===== config.mk =====
export PLATFORM = sky130hd
export DESIGN_NAME = polara_loopback_noc_arb
export DESIGN_NICKNAME = d
export VERILOG_FILES = /design/src/rtl/polara_loopback_pkg.sv /design/src/rtl/polara_rr_pick3.sv /design/src/rtl/polara_loopback_noc_arb.sv
export SDC_FILE = /design/constraint.sdc
export NUM_CORES = 1
export LEC_CHECK = 0
export ABC_AREA = 1
export BUFFER_PORTS_ARGS = -buffer_cell sky130_fd_sc_hd__buf_2
export CAP_MARGIN = 20
export CELL_PAD_IN_SITES_DETAIL_PLACEMENT = 0
export CELL_PAD_IN_SITES_GLOBAL_PLACEMENT = 2
export CORE_ASPECT_RATIO = 0.7
export CORE_UTILIZATION = 20
export DETAILED_ROUTE_END_ITERATION = 10
export PLACE_DENSITY_LB_ADDON = 0.1
export SLEW_MARGIN = 20
export SYNTH_ARGS = -nofsm -noshare
export SYNTH_HDL_FRONTEND = slang
export SYNTH_SLANG_ARGS = --single-unit

===== constraint.sdc =====
create_clock -name chipset_clk -period 3.7 [get_ports chipset_clk]
set_input_delay 0.185 -clock chipset_clk [delete_from_list [all_inputs] [get_ports chipset_clk]]
set_output_delay 0.185 -clock chipset_clk [all_outputs]
set_load 0.1 [all_outputs]

===== src/rtl/polara_loopback_pkg.sv =====
// polara_loopback_pkg: shared state encoding, NoC ids and header field defaults
package polara_loopback_pkg;

    typedef enum logic {IDLE, BUSY} state_t;

    localparam logic [1:0] NOC_NONE = 2'd0;
    localparam logic [1:0] NOC1     = 2'd1;
    localparam logic [1:0] NOC2     = 2'd2;
    localparam logic [1:0] NOC3     = 2'd3;

    localparam int LEN_LSB_DEF = 22;
    localparam int LEN_W_DEF   = 8;

    // round-robin successor of a NoC id, noc3 wraps to noc1
    function automatic logic [1:0] next_noc(input logic [1:0] id);
        return (id == NOC3) ? NOC1 : id + 2'd1;
    endfunction

endpackage


===== src/rtl/polara_rr_pick3.sv =====
// polara_rr_pick3: 3-way rotating-priority picker with optional fixed order
module polara_rr_pick3
    import polara_loopback_pkg::*;
(
    input  logic [2:0] req,
    input  logic [1:0] ptr,
    input  logic       fixed,
    output logic [2:0] gnt
);

    logic [1:0] start;
    logic [5:0] dbl;
    logic [2:0] rot;
    logic [2:0] pr;
    logic [5:0] back;

    // rotate requests so the highest-priority slot sits at bit 0, pick, rotate back
    always_comb begin
        start = (fixed || ptr == NOC_NONE) ? 2'd0 : ptr - 2'd1;
        dbl   = {req, req};
        rot   = dbl[start +: 3];
        pr    = rot[0] ? 3'b001 : rot[1] ? 3'b010 : rot[2] ? 3'b100 : 3'b000;
        back  = {3'b000, pr} << start;
        gnt   = back[2:0] | back[5:3];
    end

endmodule


===== src/rtl/polara_loopback_noc_arb.sv =====
// polara_loopback_noc_arb: packet-atomic arbiter of three NoC sources onto one link
module polara_loopback_noc_arb
    import polara_loopback_pkg::*;
#(
    parameter int DATA_W  = 64,
    parameter int LEN_LSB = LEN_LSB_DEF,
    parameter int LEN_W   = LEN_W_DEF,
    parameter int TIMEOUT = 1024,
    parameter int CNT_W   = 16
) (
    input  logic              chipset_clk,
    input  logic              chip_rst_n,
    input  logic              prio_mode,
    input  logic [DATA_W-1:0] src_data_noc1,
    input  logic [DATA_W-1:0] src_data_noc2,
    input  logic [DATA_W-1:0] src_data_noc3,
    input  logic              src_val_noc1,
    input  logic              src_val_noc2,
    input  logic              src_val_noc3,
    output logic              src_rdy_noc1,
    output logic              src_rdy_noc2,
    output logic              src_rdy_noc3,
    output logic [DATA_W-1:0] link_data,
    output logic              link_val,
    input  logic              link_rdy,
    output logic [1:0]        link_noc_id,
    output logic [CNT_W-1:0]  pkt_cnt_noc1,
    output logic [CNT_W-1:0]  pkt_cnt_noc2,
    output logic [CNT_W-1:0]  pkt_cnt_noc3,
    output logic              timeout_err
);

    localparam int SW = $clog2(TIMEOUT + 1);

    state_t           state;
    logic [1:0]       rr_ptr;
    logic [1:0]       grant;
    logic [1:0]       sel;
    logic [1:0]       pick_id;
    logic [2:0]       pick;
    logic [LEN_W-1:0] remaining;
    logic [LEN_W-1:0] len;
    logic [SW-1:0]    stall_cnt;
    logic             hs;
    logic             done;

    polara_rr_pick3 u_pick (
        .req   ({src_val_noc3, src_val_noc2, src_val_noc1}),
        .ptr   (rr_ptr),
        .fixed (prio_mode),
        .gnt   (pick)
    );

    // source selection and zero-latency link mux, forced idle while reset is low
    always_comb begin
        pick_id      = pick[0] ? NOC1 : pick[1] ? NOC2 : pick[2] ? NOC3 : NOC_NONE;
        sel          = !chip_rst_n ? NOC_NONE : (state == BUSY) ? grant : pick_id;
        link_noc_id  = sel;
        link_data    = sel == NOC1 ? src_data_noc1 : sel == NOC2 ? src_data_noc2 :
                       sel == NOC3 ? src_data_noc3 : '0;
        link_val     = sel == NOC1 ? src_val_noc1 : sel == NOC2 ? src_val_noc2 :
                       sel == NOC3 ? src_val_noc3 : 1'b0;
        src_rdy_noc1 = link_rdy && sel == NOC1;
        src_rdy_noc2 = link_rdy && sel == NOC2;
        src_rdy_noc3 = link_rdy && sel == NOC3;
        hs           = link_val && link_rdy;
        len          = link_data[LEN_LSB +: LEN_W];
        done         = hs && ((state == IDLE) ? len == '0 : remaining == LEN_W'(1));
    end

    // packet framing, grant hold, round-robin pointer and per-NoC packet counters
    always_ff @(posedge chipset_clk or negedge chip_rst_n) begin
        if (!chip_rst_n) begin
            state        <= IDLE;
            rr_ptr       <= NOC1;
            grant        <= NOC_NONE;
            remaining    <= '0;
            pkt_cnt_noc1 <= '0;
            pkt_cnt_noc2 <= '0;
            pkt_cnt_noc3 <= '0;
        end else if (hs) begin
            if (done) begin
                state  <= IDLE;
                grant  <= NOC_NONE;
                rr_ptr <= next_noc(sel);
                if (sel == NOC1) pkt_cnt_noc1 <= pkt_cnt_noc1 + CNT_W'(1);
                if (sel == NOC2) pkt_cnt_noc2 <= pkt_cnt_noc2 + CNT_W'(1);
                if (sel == NOC3) pkt_cnt_noc3 <= pkt_cnt_noc3 + CNT_W'(1);
            end else if (state == IDLE) begin
                state     <= BUSY;
                grant     <= sel;
                remaining <= len;
            end else begin
                remaining <= remaining - LEN_W'(1);
            end
        end
    end

    // stall watchdog: counts handshake-free BUSY cycles, flag is sticky until reset
    always_ff @(posedge chipset_clk or negedge chip_rst_n) begin
        if (!chip_rst_n) begin
            stall_cnt   <= '0;
            timeout_err <= 1'b0;
        end else if (state == BUSY && !hs) begin
            stall_cnt <= (stall_cnt == SW'(TIMEOUT - 1)) ? stall_cnt : stall_cnt + SW'(1);
            if (stall_cnt == SW'(TIMEOUT - 2)) timeout_err <= 1'b1;
        end else begin
            stall_cnt <= '0;
        end
    end

endmodule


; ---- Yosys cells after proc, flatten, opt, wreduce, memory -nomap -nowiden
; Cells that the tools add are included.
[op_classes]
n_reduce_logical = 17
n_bitwise = 2
addsub = 7
muxes = 23
n_eq_ne = 8
n_shift = 2
[ops]
columns = op, n
row1 = 64-bit 2-to-1 mux, 3
row2 = 16-bit by 1-bit adder with 16-bit output (second input constant), 3
row3 = 11-bit by 10-bit equality test with 1-bit output (second input constant), 2
row4 = 11-bit 2-to-1 mux, 2
row5 = 2-bit 2-to-1 mux, 9
row6 = 11-bit by 1-bit adder with 11-bit output (second input constant), 1
row7 = 3-bit 2-to-1 mux, 3
row8 = 3-bit AND reduction, 3
row9 = 8-bit by 1-bit equality test with 1-bit output (second input constant), 1
row10 = 8-bit logical NOT, 1
row11 = 8-bit 2-to-1 mux, 1
row12 = 2-bit AND reduction, 4
row13 = 8-bit by 1-bit subtractor with 8-bit output (second input constant), 1
row14 = 1-bit logical AND, 6
row15 = 6-bit by 3-bit indexed part select with 3-bit output, 1
row16 = 3-bit by 2-bit left shift with 6-bit output, 1
row17 = 1-bit 2-to-1 mux, 5
row18 = 2-bit equality test (second input constant), 2
row19 = 3-bit bitwise OR, 1
row20 = 2-bit by 1-bit adder with 2-bit output (second input constant), 1
row21 = 2-bit by 1-bit equality test with 1-bit output (second input constant), 1
row22 = 2-bit logical NOT, 1
row23 = 2-bit by 1-bit != test with 1-bit output (second input constant), 1
row24 = 2-bit != test (second input constant), 1
row25 = 4 further kinds, 4
[totals]
regBits = 73
input_bits = 199
out_inout_bits = 119
wordCells = 68

; ---- Depth between registers and ports, before layout
[logic_depth]
word_depth = 23
mapped_depth = 33
mapped_depth_nobuf = 31

; ---- Cells and area by module
; Synthesis repeated with hierarchy kept, for this count alone.
[hier_totals]
hier_cells = 871
hier_area_um2 = 6032.0
[by_module_without_submodules]
columns = module, area_each_um2, cells_each, n_inst, seq_area_each_um2
row1 = polara_loopback_noc_arb, 5736.8, 821, 1, 1828.0
row2 = polara_rr_pick3, 295.3, 50, 1, 0.0

; ---- Worst setup path before layout
; No wires, ideal clock.
[synth_timing]
kind = reg-to-output
startpoint = register rr_ptr[0]
endpoint = output port link_data[43]
slack_ns = -3.208
path_stages_with_launch = 21
t_arrival_ns = 6.723
required_ns = 3.515
cell_sequence = dfstp_2 -> inv_1 -> ha_1 -> nor2_2 -> nand2_1 -> inv_2 -> nand3_1 -> nand2_1 -> nand4_1 -> and2_1 -> o21ai_0 -> nor2_1 -> nor2_1 -> inv_1 -> ha_1 -> buf_6 -> nor2_4 -> buf_1 -> buf_1 -> a22oi_1 -> o21ai_0
[synth_between]
elab_chain_len = 18
[synth_lines]
columns = element, line_no
row1 = from (decl), polara_loopback_noc_arb.sv:36  ; logic [1:0] rr_ptr;
row2 = from (signal assigned), polara_loopback_noc_arb.sv:85  ; rr_ptr <= next_noc(sel);
row3 = branches (longest 2 deep; another with 2-bit by 1-bit subtractor with 2-bit output), -
row4 = 2-bit 2-to-1 mux *, polara_rr_pick3.sv:19  ; start = (fixed || ptr == NOC_NONE) ? 2'd0 : ptr - 2'd1;
row5 = 6-bit by 3-bit indexed part select with 3-bit output, polara_rr_pick3.sv:21  ; rot = dbl[start +: 3];
row6 = 3-bit 2-to-1 mux (3 in series), polara_rr_pick3.sv:22  ; pr = rot[0] ? 3'b001 : rot[1] ? 3'b010 : rot[2] ? 3'b100 : 3'b000;
row7 = 3-bit by 2-bit left shift with 6-bit output *, polara_rr_pick3.sv:23  ; back = {3'b000, pr} << start;
row8 = 3-bit bitwise OR *, polara_rr_pick3.sv:24  ; gnt = back[2:0] | back[5:3];
row9 = 2-bit 2-to-1 mux (2 in series), polara_loopback_noc_arb.sv:56  ; pick_id = pick[0] ? NOC1 : pick[1] ? NOC2 : pick[2] ? NOC3 : NOC_NONE;
row10 = 2-bit 2-to-1 mux *, polara_loopback_noc_arb.sv:56
row11 = 2-bit 2-to-1 mux * (2 in series), polara_loopback_noc_arb.sv:57  ; sel = !chip_rst_n ? NOC_NONE : (state == BUSY) ? grant : pick_id;
row12 = via link_noc_id[0], polara_loopback_noc_arb.sv:26  ; output logic [1:0] link_noc_id,
row13 = 2-bit equality test, polara_loopback_noc_arb.sv:60  ; sel == NOC3 ? src_data_noc3 : '0;
row14 = 64-bit 2-to-1 mux, polara_loopback_noc_arb.sv:60
row15 = 64-bit 2-to-1 mux, polara_loopback_noc_arb.sv:59  ; link_data = sel == NOC1 ? src_data_noc1 : sel == NOC2 ? src_data_noc2 :
row16 = 64-bit 2-to-1 mux *, polara_loopback_noc_arb.sv:59
row17 = to (decl), polara_loopback_noc_arb.sv:23  ; output logic [DATA_W-1:0] link_data,
; Mark *: on every way through the listed nets, which the timed path passes.

; ---- Worst setup path after layout
[layout_timing]
startpoint = register rr_ptr[0]
endpoint = output port link_data[16]
[layout_between]
elab_chain_len = 18
[layout_lines]
columns = element, line_no
row1 = branches (longest 2 deep; another with 2-bit by 1-bit subtractor with 2-bit output), -
row2 = 2-bit 2-to-1 mux *, polara_rr_pick3.sv:19
row3 = 6-bit by 3-bit indexed part select with 3-bit output, polara_rr_pick3.sv:21
row4 = 3-bit 2-to-1 mux (3 in series), polara_rr_pick3.sv:22
row5 = 3-bit by 2-bit left shift with 6-bit output *, polara_rr_pick3.sv:23
row6 = 3-bit bitwise OR *, polara_rr_pick3.sv:24
row7 = 2-bit 2-to-1 mux (2 in series), polara_loopback_noc_arb.sv:56
row8 = 2-bit 2-to-1 mux *, polara_loopback_noc_arb.sv:56
row9 = 2-bit 2-to-1 mux * (2 in series), polara_loopback_noc_arb.sv:57
row10 = 2-bit equality test, polara_loopback_noc_arb.sv:60
row11 = 64-bit 2-to-1 mux, polara_loopback_noc_arb.sv:60
row12 = 64-bit 2-to-1 mux, polara_loopback_noc_arb.sv:59
row13 = 64-bit 2-to-1 mux *, polara_loopback_noc_arb.sv:59
; Every way passes the cells marked *.

==> flow_metrics.tcl <==
set metrics [dict create \
    status "finished, violations left" \
    violations "setup timing" \
    slew-limit-headroom 0.506 \
    ios 318 \
    postRouteAntennaNets 0 \
    fin_crit_sh 1.06 \
    cp.arrival_ps 3750 \
    synthCells 847 \
    antenna_found_initial 4 \
    stdcell_area_sq_um 11600 \
    nNetsFinal 1448 \
    cp-end-kind "output pin" \
    avgViaCountPerCell 4.40 \
    cts_buffer_depth 2 \
    crit_type "reg -> out" \
    max_freq_mhz 254 \
    final_layout_size_suffix_gt1_frac 0.505 \
    synth_top_area_share 0.313 \
    crit_fanout 6 \
    synth_cell_types 41 \
    grt_usage 0.193 \
    finClkSkew_ps 9.78 \
    hp-class "in -> async" \
    grt_overflow_total 0 \
    p_leak_nw 5.05 \
    setup.worst_path.start_class "register" \
    rsz0062_at_grt "yes" \
    tightest_slew_ps 741 \
    vias 7110 \
    initial_utilization 0.205 \
    synthTopCellsByArea "dfrtp_1, nand2_1, a22oi_1" \
    grt_first_pass_wirelength_um 42800 \
    wl_met3_um 1020 \
    ir_drop_v 0.000589 \
    final_hold_viol_count 0 \
    place_hpwl_um 21600 \
    syn_to_final_growth_pct 101 \
    grt_pass1_vias 7045 \
    slew_viol_final 0 \
    synth-seq-cells 73 \
    syn_area_sq_um 5750 \
    setup_viol 126 \
    fin_ws_ps -239 \
    ys_warn_count 0 \
    synth_edf_count 0 \
    yosysMostFrequentCell "nand2_1" \
    drc 0 \
    syn-num-nets 1058 \
    cts_tree "built" \
    m1WireLength_um 13800 \
    power_density_nw_per_um2 1060 \
    synthArstFlopShare 1.00 \
    htreeDepth 3 \
    yosys-top-cells-count "nand2_1, inv_1, o21ai_0, dfrtp_1, nor2_1" \
    insertion_delay_ps 350 \
    wl_per_cell_um 17.6 \
    grt_max_degree 54 \
    die_width_um 205 \
    gp_congestion 0.796 \
    rows 51 \
    cts_buffers 9 \
    maxCapViolCount 0 \
    core_area_sq_um 28000 \
    routed_wl_um 28500 \
    met2_length_um 13400 \
    root_buffer "clkbuf_16" \
    post_dp_cell_area_sq_um 9990 \
    dr.pass1.iters 5 \
    clkSlewWorstSetupHoldPaths_ps 60 \
    worstPathRequired_ps 3510 \
    fill_cells 2834 \
    highest_layer "met4" \
    ys.flop_type "dfrtp_1" \
    synth.avg_cell_area_sq_um 6.79 \
    seq_area_frac_synth 0.318 \
    clock_sinks 73 \
    dieArea_sq_um 29500 \
    die_h_um 144 \
    yosys.area.top_type "dfrtp_1" \
    post-route-min-period_ps 3940 \
    whs_ps 228 \
    pre_cts_ws_ps -205 \
    port_buffers 317 \
    drt_iter0_markers 282 \
]
## per-stage QoR
| step | power (mW) | cells | util | setup TNS (ps) |
|---|---|---|---|---|
| after floorplan | 7.06 | 847 | - | -76470 |
| after global routing | 12.9 | 1616 | 0.413 | -56440 |
| after CTS | 12.1 | 1598 | 0.399 | -15090 |
| after global placement | 10.2 | 1550 | 0.357 | -9360 |
| final | 12.3 | 1617 | 0.413 | -17140 |
| after detailed placement | 10.2 | 1550 | 0.357 | -8810 |
## cell type report
type / instances / area [sq um] / area share
Sequential cell: 73 / 1830 / 0.158
Clock inverter: 5 / 125 / 0.0108
Clock buffer: 11 / 253 / 0.0218
Inverter: 99 / 407 / 0.0351
Timing Repair Buffer: 418 / 3990 / 0.344
Antenna cell: 4 / 10.0 / 0.000865
Multi-Input combinational cell: 636 / 4500 / 0.389
Tap cell: 371 / 464 / 0.0401
## cells by family (layout without fill, tap and decap cells)
logic type                 count (synthesis)  after routing  share of synthesized area
and+or+nand+nor                          373            375                      0.275
AOI/OAI and AO/OA                        205            205                      0.212
buffers and inverters                    140            533                      0.102
DFF                                       73             73                      0.318
xor gates and xnor gates                  43             43                     0.0655
adders and majority gates                 12             12                     0.0261
muxes                                      1              1                    0.00196
other                                      0              4                          0
## state kept, by name, indices dropped and copies added, names as in the netlist
register / count
pkt_cnt_noc3: 16
state: 1
grant: 2
stall_cnt: 11
timeout_err: 1
pkt_cnt_noc2: 16
pkt_cnt_noc1: 16
remaining: 8
rr_ptr: 2
## critical path, cell delays in order, from the launching register on
cell and delay (ps):
dfstp_2 550, inv_4 40, ha_4 150, nor2_4 170, nand2_2 100, buf_4 140
nand3_2 80, nand2_4 80, nand4_1 130, nand3_1 100, nand2_2 90, nand2_1 60
nand2_1 70, nand2_2 60, nand2_2 100, clkinvlp_4 150, ha_4 210, buf_12 120
nor2_4 170, buf_6 170, buf_12 110, buf_16 110, a22oi_2 80, o21ai_4 190
buf_12 190
## worst paths after layout
path                                    from          endpoint  slack, ps  cells past startpoint
setup / recovery                   rr_ptr[0]     link_data[16]       -240                     24
setup reg to reg                   rr_ptr[0]  pkt_cnt_noc1[13]       -180                     30
hold / removal                    chip_rst_n          grant[1]        230                      2
min in group chipset_clk   src_data_noc1[26]      remaining[4]        300                      5
max in group asynchronous         chip_rst_n  pkt_cnt_noc3[12]       2190                      4
hold reg to reg                    rr_ptr[1]         rr_ptr[1]        500                      2
## layout by cell type (no fill, tap or decap), types with 8 or more instances in the layout
| cell | netlist | final |
|---|---|---|
| buf_12 | 0 | 81 |
| nor3_1 | 16 | 16 |
| nand3_1 | 46 | 39 |
| clkbuf_16 | 0 | 13 |
| nand2_1 | 223 | 211 |
| nor2_1 | 64 | 59 |
| o21ai_0 | 73 | 14 |
| o21ai_4 | 0 | 51 |
| nand2_4 | 2 | 8 |
| buf_6 | 7 | 13 |
| dfrtp_1 | 72 | 72 |
| a22oi_2 | 0 | 56 |
| buf_2 | 8 | 249 |
| buf_4 | 0 | 53 |
| o21ai_1 | 46 | 43 |
| nand2_2 | 3 | 9 |
| xor2_1 | 15 | 15 |
| inv_2 | 6 | 9 |
| inv_1 | 93 | 80 |
| buf_16 | 0 | 11 |
| xnor2_1 | 28 | 28 |
| ha_1 | 12 | 8 |
| a21oi_1 | 14 | 12 |
| o21ai_2 | 1 | 12 |
| nand3_2 | 5 | 10 |
## power breakdown
part	switching [mW]	internal, mW
combinational	6.38	3.77
sequential	0.124	0.916
clock	0.371	0.764
total	6.87	5.45
## layer usage
metal	GRT usage	vias up
li1	-	3607
met4	0.0357	0
met2	0.309	117
met5	0	-
met3	0.0338	21
met1	0.271	3365
## what timing repair did
item | 4_1_cts | 5_1_grt
hold buffers | 1 | 0
cloned | 11 | 7
setup endpoints to repair | 129 | 141
pin swaps | 53 | 42
gates resized for setup | 72 | 44
endpoints found under the hold margin | 21 | 0
setup buffers | 21 | 9
No activity file was read; power rests on OpenSTA's default activity.
